--- src/rtl/zcted_pkg.sv ---
// Shared Q-format constants for the ZCTED timing loop (loop filter, NCO, interpolator).
package zcted_pkg;
  localparam int DATA_WIDTH = 16;
  localparam int NCO_WIDTH  = 16;

  localparam logic [16:0] ONE_Q016 = 17'h10000;
  localparam logic [15:0] W_NOM    = 16'h8000;
  localparam logic [15:0] W_MIN    = 16'h4000;
  localparam logic [15:0] W_MAX    = 16'hC000;

  // Left shift that turns a Q1.15 control word into Q0.16 step units
  localparam int Q15_TO_Q16_SHIFT = 1;
endpackage

--- src/rtl/zcted_w_sat.sv ---
// Maps the loop-filter control word v_k to the clamped NCO step W = clamp(W_NOM + 2*v_k).
module zcted_w_sat
  import zcted_pkg::*;
#(
  parameter int                    DATA_WIDTH = zcted_pkg::DATA_WIDTH,
  parameter int                    NCO_WIDTH  = zcted_pkg::NCO_WIDTH,
  parameter logic [NCO_WIDTH-1:0]  W_NOM      = zcted_pkg::W_NOM,
  parameter logic [NCO_WIDTH-1:0]  W_MIN      = zcted_pkg::W_MIN,
  parameter logic [NCO_WIDTH-1:0]  W_MAX      = zcted_pkg::W_MAX
) (
  input  logic signed [DATA_WIDTH-1:0] v_k,
  output logic        [NCO_WIDTH-1:0]  w
);

  localparam int SW = NCO_WIDTH + 2;

  function automatic logic [NCO_WIDTH-1:0] clamp_w(input logic signed [SW-1:0] x);
    logic signed [SW-1:0] lo;
    logic signed [SW-1:0] hi;
    lo = signed'({2'b00, W_MIN});
    hi = signed'({2'b00, W_MAX});
    if (x < lo)
      clamp_w = W_MIN;
    else if (x > hi)
      clamp_w = W_MAX;
    else
      clamp_w = x[NCO_WIDTH-1:0];
  endfunction

  logic signed [SW-1:0] v_ext;
  logic signed [SW-1:0] w_raw;

  always_comb begin
    v_ext = SW'(v_k);
    w_raw = signed'({2'b00, W_NOM}) + (v_ext <<< Q15_TO_Q16_SHIFT);
    w     = clamp_w(w_raw);
  end

endmodule

--- src/rtl/zcted_interp_ctrl_nco.sv ---
// Modulo-1 decrementing NCO: emits strobe and fractional interval mu on underflow,
// with the I/Q samples delayed one cycle so they line up with strobe/mu.
module zcted_interp_ctrl_nco
  import zcted_pkg::*;
#(
  parameter int                    DATA_WIDTH = zcted_pkg::DATA_WIDTH,
  parameter int                    NCO_WIDTH  = zcted_pkg::NCO_WIDTH,
  parameter logic [NCO_WIDTH-1:0]  W_NOM      = zcted_pkg::W_NOM,
  parameter logic [NCO_WIDTH-1:0]  W_MIN      = zcted_pkg::W_MIN,
  parameter logic [NCO_WIDTH-1:0]  W_MAX      = zcted_pkg::W_MAX,
  parameter logic [NCO_WIDTH-1:0]  ETA_INIT   = '0
) (
  input  logic                         clk,
  input  logic                         rst_n,
  input  logic                         sample_valid,
  input  logic signed [DATA_WIDTH-1:0] i_in,
  input  logic signed [DATA_WIDTH-1:0] q_in,
  input  logic signed [DATA_WIDTH-1:0] v_k,
  output logic                         out_valid,
  output logic signed [DATA_WIDTH-1:0] i_out,
  output logic signed [DATA_WIDTH-1:0] q_out,
  output logic                         strobe,
  output logic        [NCO_WIDTH-1:0]  mu,
  output logic        [NCO_WIDTH-1:0]  eta
);

  // mu ~= eta/W with W ~= 0.5, i.e. 2*eta, saturated just below 1.0
  function automatic logic [NCO_WIDTH-1:0] sat_mu(input logic [NCO_WIDTH-1:0] eta_prev);
    logic [NCO_WIDTH:0] dbl;
    dbl = {eta_prev, 1'b0};
    if (dbl >= ONE_Q016)
      sat_mu = '1;
    else
      sat_mu = dbl[NCO_WIDTH-1:0];
  endfunction

  logic        [NCO_WIDTH-1:0]  w_p0;
  logic        [NCO_WIDTH:0]    diff_p0;
  logic                         borrow_p0;

  logic                         vld_p1;
  logic                         strobe_p1;
  logic        [NCO_WIDTH-1:0]  eta_p1;
  logic        [NCO_WIDTH-1:0]  mu_p1;
  logic signed [DATA_WIDTH-1:0] i_p1;
  logic signed [DATA_WIDTH-1:0] q_p1;

  // Stage p0: step and underflow detection, combinational on the current sample
  zcted_w_sat #(
    .DATA_WIDTH (DATA_WIDTH),
    .NCO_WIDTH  (NCO_WIDTH),
    .W_NOM      (W_NOM),
    .W_MIN      (W_MIN),
    .W_MAX      (W_MAX)
  ) u_w_sat (
    .v_k (v_k),
    .w   (w_p0)
  );

  always_comb begin
    diff_p0   = {1'b0, eta_p1} - {1'b0, w_p0};
    borrow_p0 = diff_p0[NCO_WIDTH];
  end

  // Stage p1: NCO register, strobe/mu and aligned sample delay
  always_ff @(posedge clk or negedge rst_n) begin
    if (!rst_n) begin
      vld_p1    <= 1'b0;
      strobe_p1 <= 1'b0;
      eta_p1    <= ETA_INIT;
      mu_p1     <= '0;
      i_p1      <= '0;
      q_p1      <= '0;
    end else begin
      vld_p1    <= sample_valid;
      strobe_p1 <= sample_valid & borrow_p0;
      if (sample_valid) begin
        eta_p1 <= diff_p0[NCO_WIDTH-1:0];
        i_p1   <= i_in;
        q_p1   <= q_in;
        if (borrow_p0)
          mu_p1 <= sat_mu(eta_p1);
      end
    end
  end

  assign out_valid = vld_p1;
  assign strobe    = strobe_p1;
  assign eta       = eta_p1;
  assign mu        = mu_p1;
  assign i_out     = i_p1;
  assign q_out     = q_p1;

endmodule

--- config.mk ---
export PLATFORM = sky130hd
export DESIGN_NAME = zcted_interp_ctrl_nco
export DESIGN_NICKNAME = d
export VERILOG_FILES = /design/src/rtl/zcted_pkg.sv /design/src/rtl/zcted_w_sat.sv /design/src/rtl/zcted_interp_ctrl_nco.sv
export SDC_FILE = /design/constraint.sdc
export NUM_CORES = 1
export LEC_CHECK = 0
export ABC_AREA = 1
export BUFFER_PORTS_ARGS = -buffer_cell sky130_fd_sc_hd__buf_4
export CAP_MARGIN = 10
export CORE_MARGIN = 2
export CORE_UTILIZATION = 42
export DETAILED_ROUTE_END_ITERATION = 10
export PLACE_DENSITY = 0.68
export RECOVER_POWER = 50
export SKIP_CTS_REPAIR_TIMING = 1
export SLEW_MARGIN = 0
export SYNTH_ARGS = -nofsm -noshare
export SYNTH_HDL_FRONTEND = slang
export SYNTH_SLANG_ARGS = --single-unit
--- constraint.sdc ---
create_clock -name clk -period 1.8 [get_ports clk]
set_input_delay 0.36 -clock clk [delete_from_list [all_inputs] [get_ports clk]]
set_output_delay 0.36 -clock clk [all_outputs]
set_load 0.03 [all_outputs]
==> results by group <==
Clock tree
  – CTS tree: yes
  – Clock Latency Late Sink: 0.34 ns
  – Clk buf depth: 2
  – Clk root buf: clkbuf_8
  – H-Tree Depth: 3
  – Clk pin slew, worst setup/hold paths: 0.08 ns
  – CTS buffer count: 9
  – Clk sinks: 64

Floorplanning
  – Height of the die: 97.51 microns
  – Starting Density: 42.73%
  – I/O pin cnt: 117
  – Die area: 9507 sq um
  – Die Width: 97.51 microns
  – Placeable Area: 8593 sq um
  – Row Count: 34

Timing
  – Unrepaired setup endpoints after global routing: yes
  – Fmax: 0.4135 GHz
  – Fin crit share: 134.3%
  – Post-route minimum period: 2.418 ns
  – Relative slew slack: 42.33%
  – Clk_skew: 0.008229 ns
  – Fin. Hold Viols: 0
  – Final Slew Violations: 0
  – Setup-failing EPs final: 30
  – Least-Margin Pin Slew: 0.8651 ns
  – Setup slack after layout: -0.6183 ns
  – Setup_tns: -14.97 ns

Logic synthesis
  – Yosys top cell by area: dfrtp_1
  – Most used DFF post-synth: dfrtp_1
  – Top cells by count, synth: 230 x nand2_1, 64 x dfrtp_1, 55 x inv_1, 33 x nand3_1, 23 x nor2_1
  – Yosys top cell area share: 43.61%
  – Synthesized cell area: 3672 sq um
  – Syn Nets: 576
  – Post-synthesis async set-or-reset flop share: 100.0%
  – Most common cell in the synthesized netlist: nand2_1
  – Number of flops mapped to enable cells by yosys: 0
  – Yosys cell types: 28
  – Mean post-synth cell area: 7.272 sq um
  – Cells after synthesis: 505
  – Flops & latches, synth: 64
  – Sequential element share of the synthesized area: 43.61%
  – Ranking of synthesized cells by area: dfrtp_1 44%, nand2_1 24%, ha_1 6.5%
  – Synth Warn #: 0

GRT
  – Pin count of the biggest net entering global routing: 50
  – Initial antenna violation count: 0
  – GRT overflow: 0
  – First-pass GRT wire length: 17.80 mm
  – Vias in the first global route: 3775
  – Gr usage total: 23.07%

Finish
  – Antenna cells: 0
  – Layout cells sized above 1: 40.23%
  – Fin util: 68.42%
  – Post-layout nets: 757
  – Fill cells: 715
  – Area grow syn2layout: 60.10%

Worst setup path
  – Critical-path top delay cell: ha_4
  – CP required: 2.03 ns
  – Worst-path maximum fanout: 5
  – Critical path's most frequent cell: nand3_4
  – WS Path Type: input port to flip-flop
  – Startpoint Class: input port
  – Slowest stage delay, CP: 0.29 ns
  – CP Cell Sequence: buf_8 > inv_8 > ha_4 > inv_4 > nand3_4 > xor2_2 > inv_2 > buf_6 > buf_8 > nand3_4 > ha_4 > nand2_4 > inv_4 > nand3_4 > nor3_4 > nand2_4 > clkbuf_16 > nand4_1 > nand2_1
  – Critical path data arrival time: 2.65 ns
  – Crit end category: flip-flop

Detailed routing
  – Number of nets with antenna violations after routing: 0
  – Drt total wl: 10.82 mm
  – Routed WL per cell: 13.54 microns
  – DR pass1 iterations: 4
  – Vias per inst: 4.776
  – DRC viols: 0
  – Number of DRC markers in iteration 0: 181
  – Vias post-DR: 3816

Power and ir drop
  – PwrDens: 1678 nW/um^2
  – Lkg Pwr: 3.183 nW
  – Peak supply drop: 0.8461 mV
  – Total design power: 9.864 mW

Status
  – Status: complete, but fails checks
  – Failing checks: negative setup slack

Run
  – Max cap viols: 0

Place
  – GPL Wtd Cong: 0.9625
  – Hpwl dp: 8.001 mm
  – Port-buffer cells: 115
  – Dpl ws: -1.055 ns

Worst hold path
  – Hold WC Path Type: input port to flip-flop
## routing by layer
| metal | GRT usage [%] | part of all wire [%] |
|---|---|---|
| met5 | 0 | 0 |
| met3 | 4.029 | 4.0 |
| met4 | 7.799 | 1.9 |
| met1 | 30.14 | 44 |
| met2 | 38.83 | 50 |
## registers in the layout (all words and copies together) (netlist names)
signal,count
out_valid,1
i_out,16
q_out,16
eta,15
mu,15
strobe,1
## kinds of logic (layout without fill, tap and decap cells)
group | Yosys count | after routing | share of synthesized area [%]
AOI/OAI and AO/OA | 20 | 20 | 3.101
xor gates and xnor gates | 5 | 5 | 1.193
adders and majority gates | 20 | 20 | 7.019
buffers and inverters | 74 | 259 | 8.075
DFF | 64 | 64 | 43.61
other | 1 | 1 | 0.1021
and+or+nand+nor | 321 | 322 | 36.90
## cell type report
class | count | area (sq um) | area share (%)
tap | 108 | 135.1 | 2.298
inverter | 55 | 231.5 | 3.937
multi-input combinational | 368 | 2200 | 37.41
clock inverter | 6 | 92.59 | 1.575
sequential | 64 | 1602 | 27.24
clock buffer | 10 | 137.6 | 2.341
timing repair buffer | 188 | 1481 | 25.20
## final timing paths
check	from	end	slack, ns	depth (start not counted)
min	i_in[10]	i_out[10]	0.21	3
min in group asynchronous	rst_n	mu[11]	0.65	2
max	v_k[14]	mu[5]	-0.62	19
min reg2reg	q_out[7]	q_out[7]	0.47	2
max in group asynchronous	rst_n	q_out[13]	0.18	3
max reg2reg	eta[13]	mu[5]	0.02	9
## power breakdown
group / internal, mW / total (mW) / switching (mW)
logic: 2.71 / 6.19 / 3.48
clock network: 0.822 / 1.43 / 0.606
registers: 1.86 / 2.25 / 0.388
total: 5.39 / 9.86 / 4.47
## layout by cell type, fill, tap and decap left out, types with 4 or more instances in the layout
cell type	n
buf_4	174
buf_6	4
ha_4	14
nand3_4	10
nand4_1	17
or2_2	9
nand3_2	10
nor2_1	22
ha_1	4
inv_1	46
clkbuf_8	10
nand3_1	16
nand2_1	220
nand2_2	9
a21oi_1	6
inv_2	5
dfrtp_1	64
## worst max-delay path: cells and delay by family
family | cells | cell delay, ns
fa+ha+maj | 2 | 0.49
buf+inv | 8 | 0.82
simple gates | 8 | 0.81
xor+xnor | 1 | 0.16
## per-stage QoR
| step | cells | area [sq um] | hold slack, ns |
|---|---|---|---|
| 2_1_floorplan | 505 | 4034 | 0.06441 |
| 3_3_place_gp | 775 | 5435 | 0.3477 |
| 3_5_place_dp | 775 | 5435 | 0.3545 |
| 4_1_cts | 791 | 5665 | -0.02499 |
| 5_1_grt | 799 | 5879 | 0.1993 |
| 6_report | 799 | 5879 | 0.2101 |
Power figures use the tool's default switching activity.
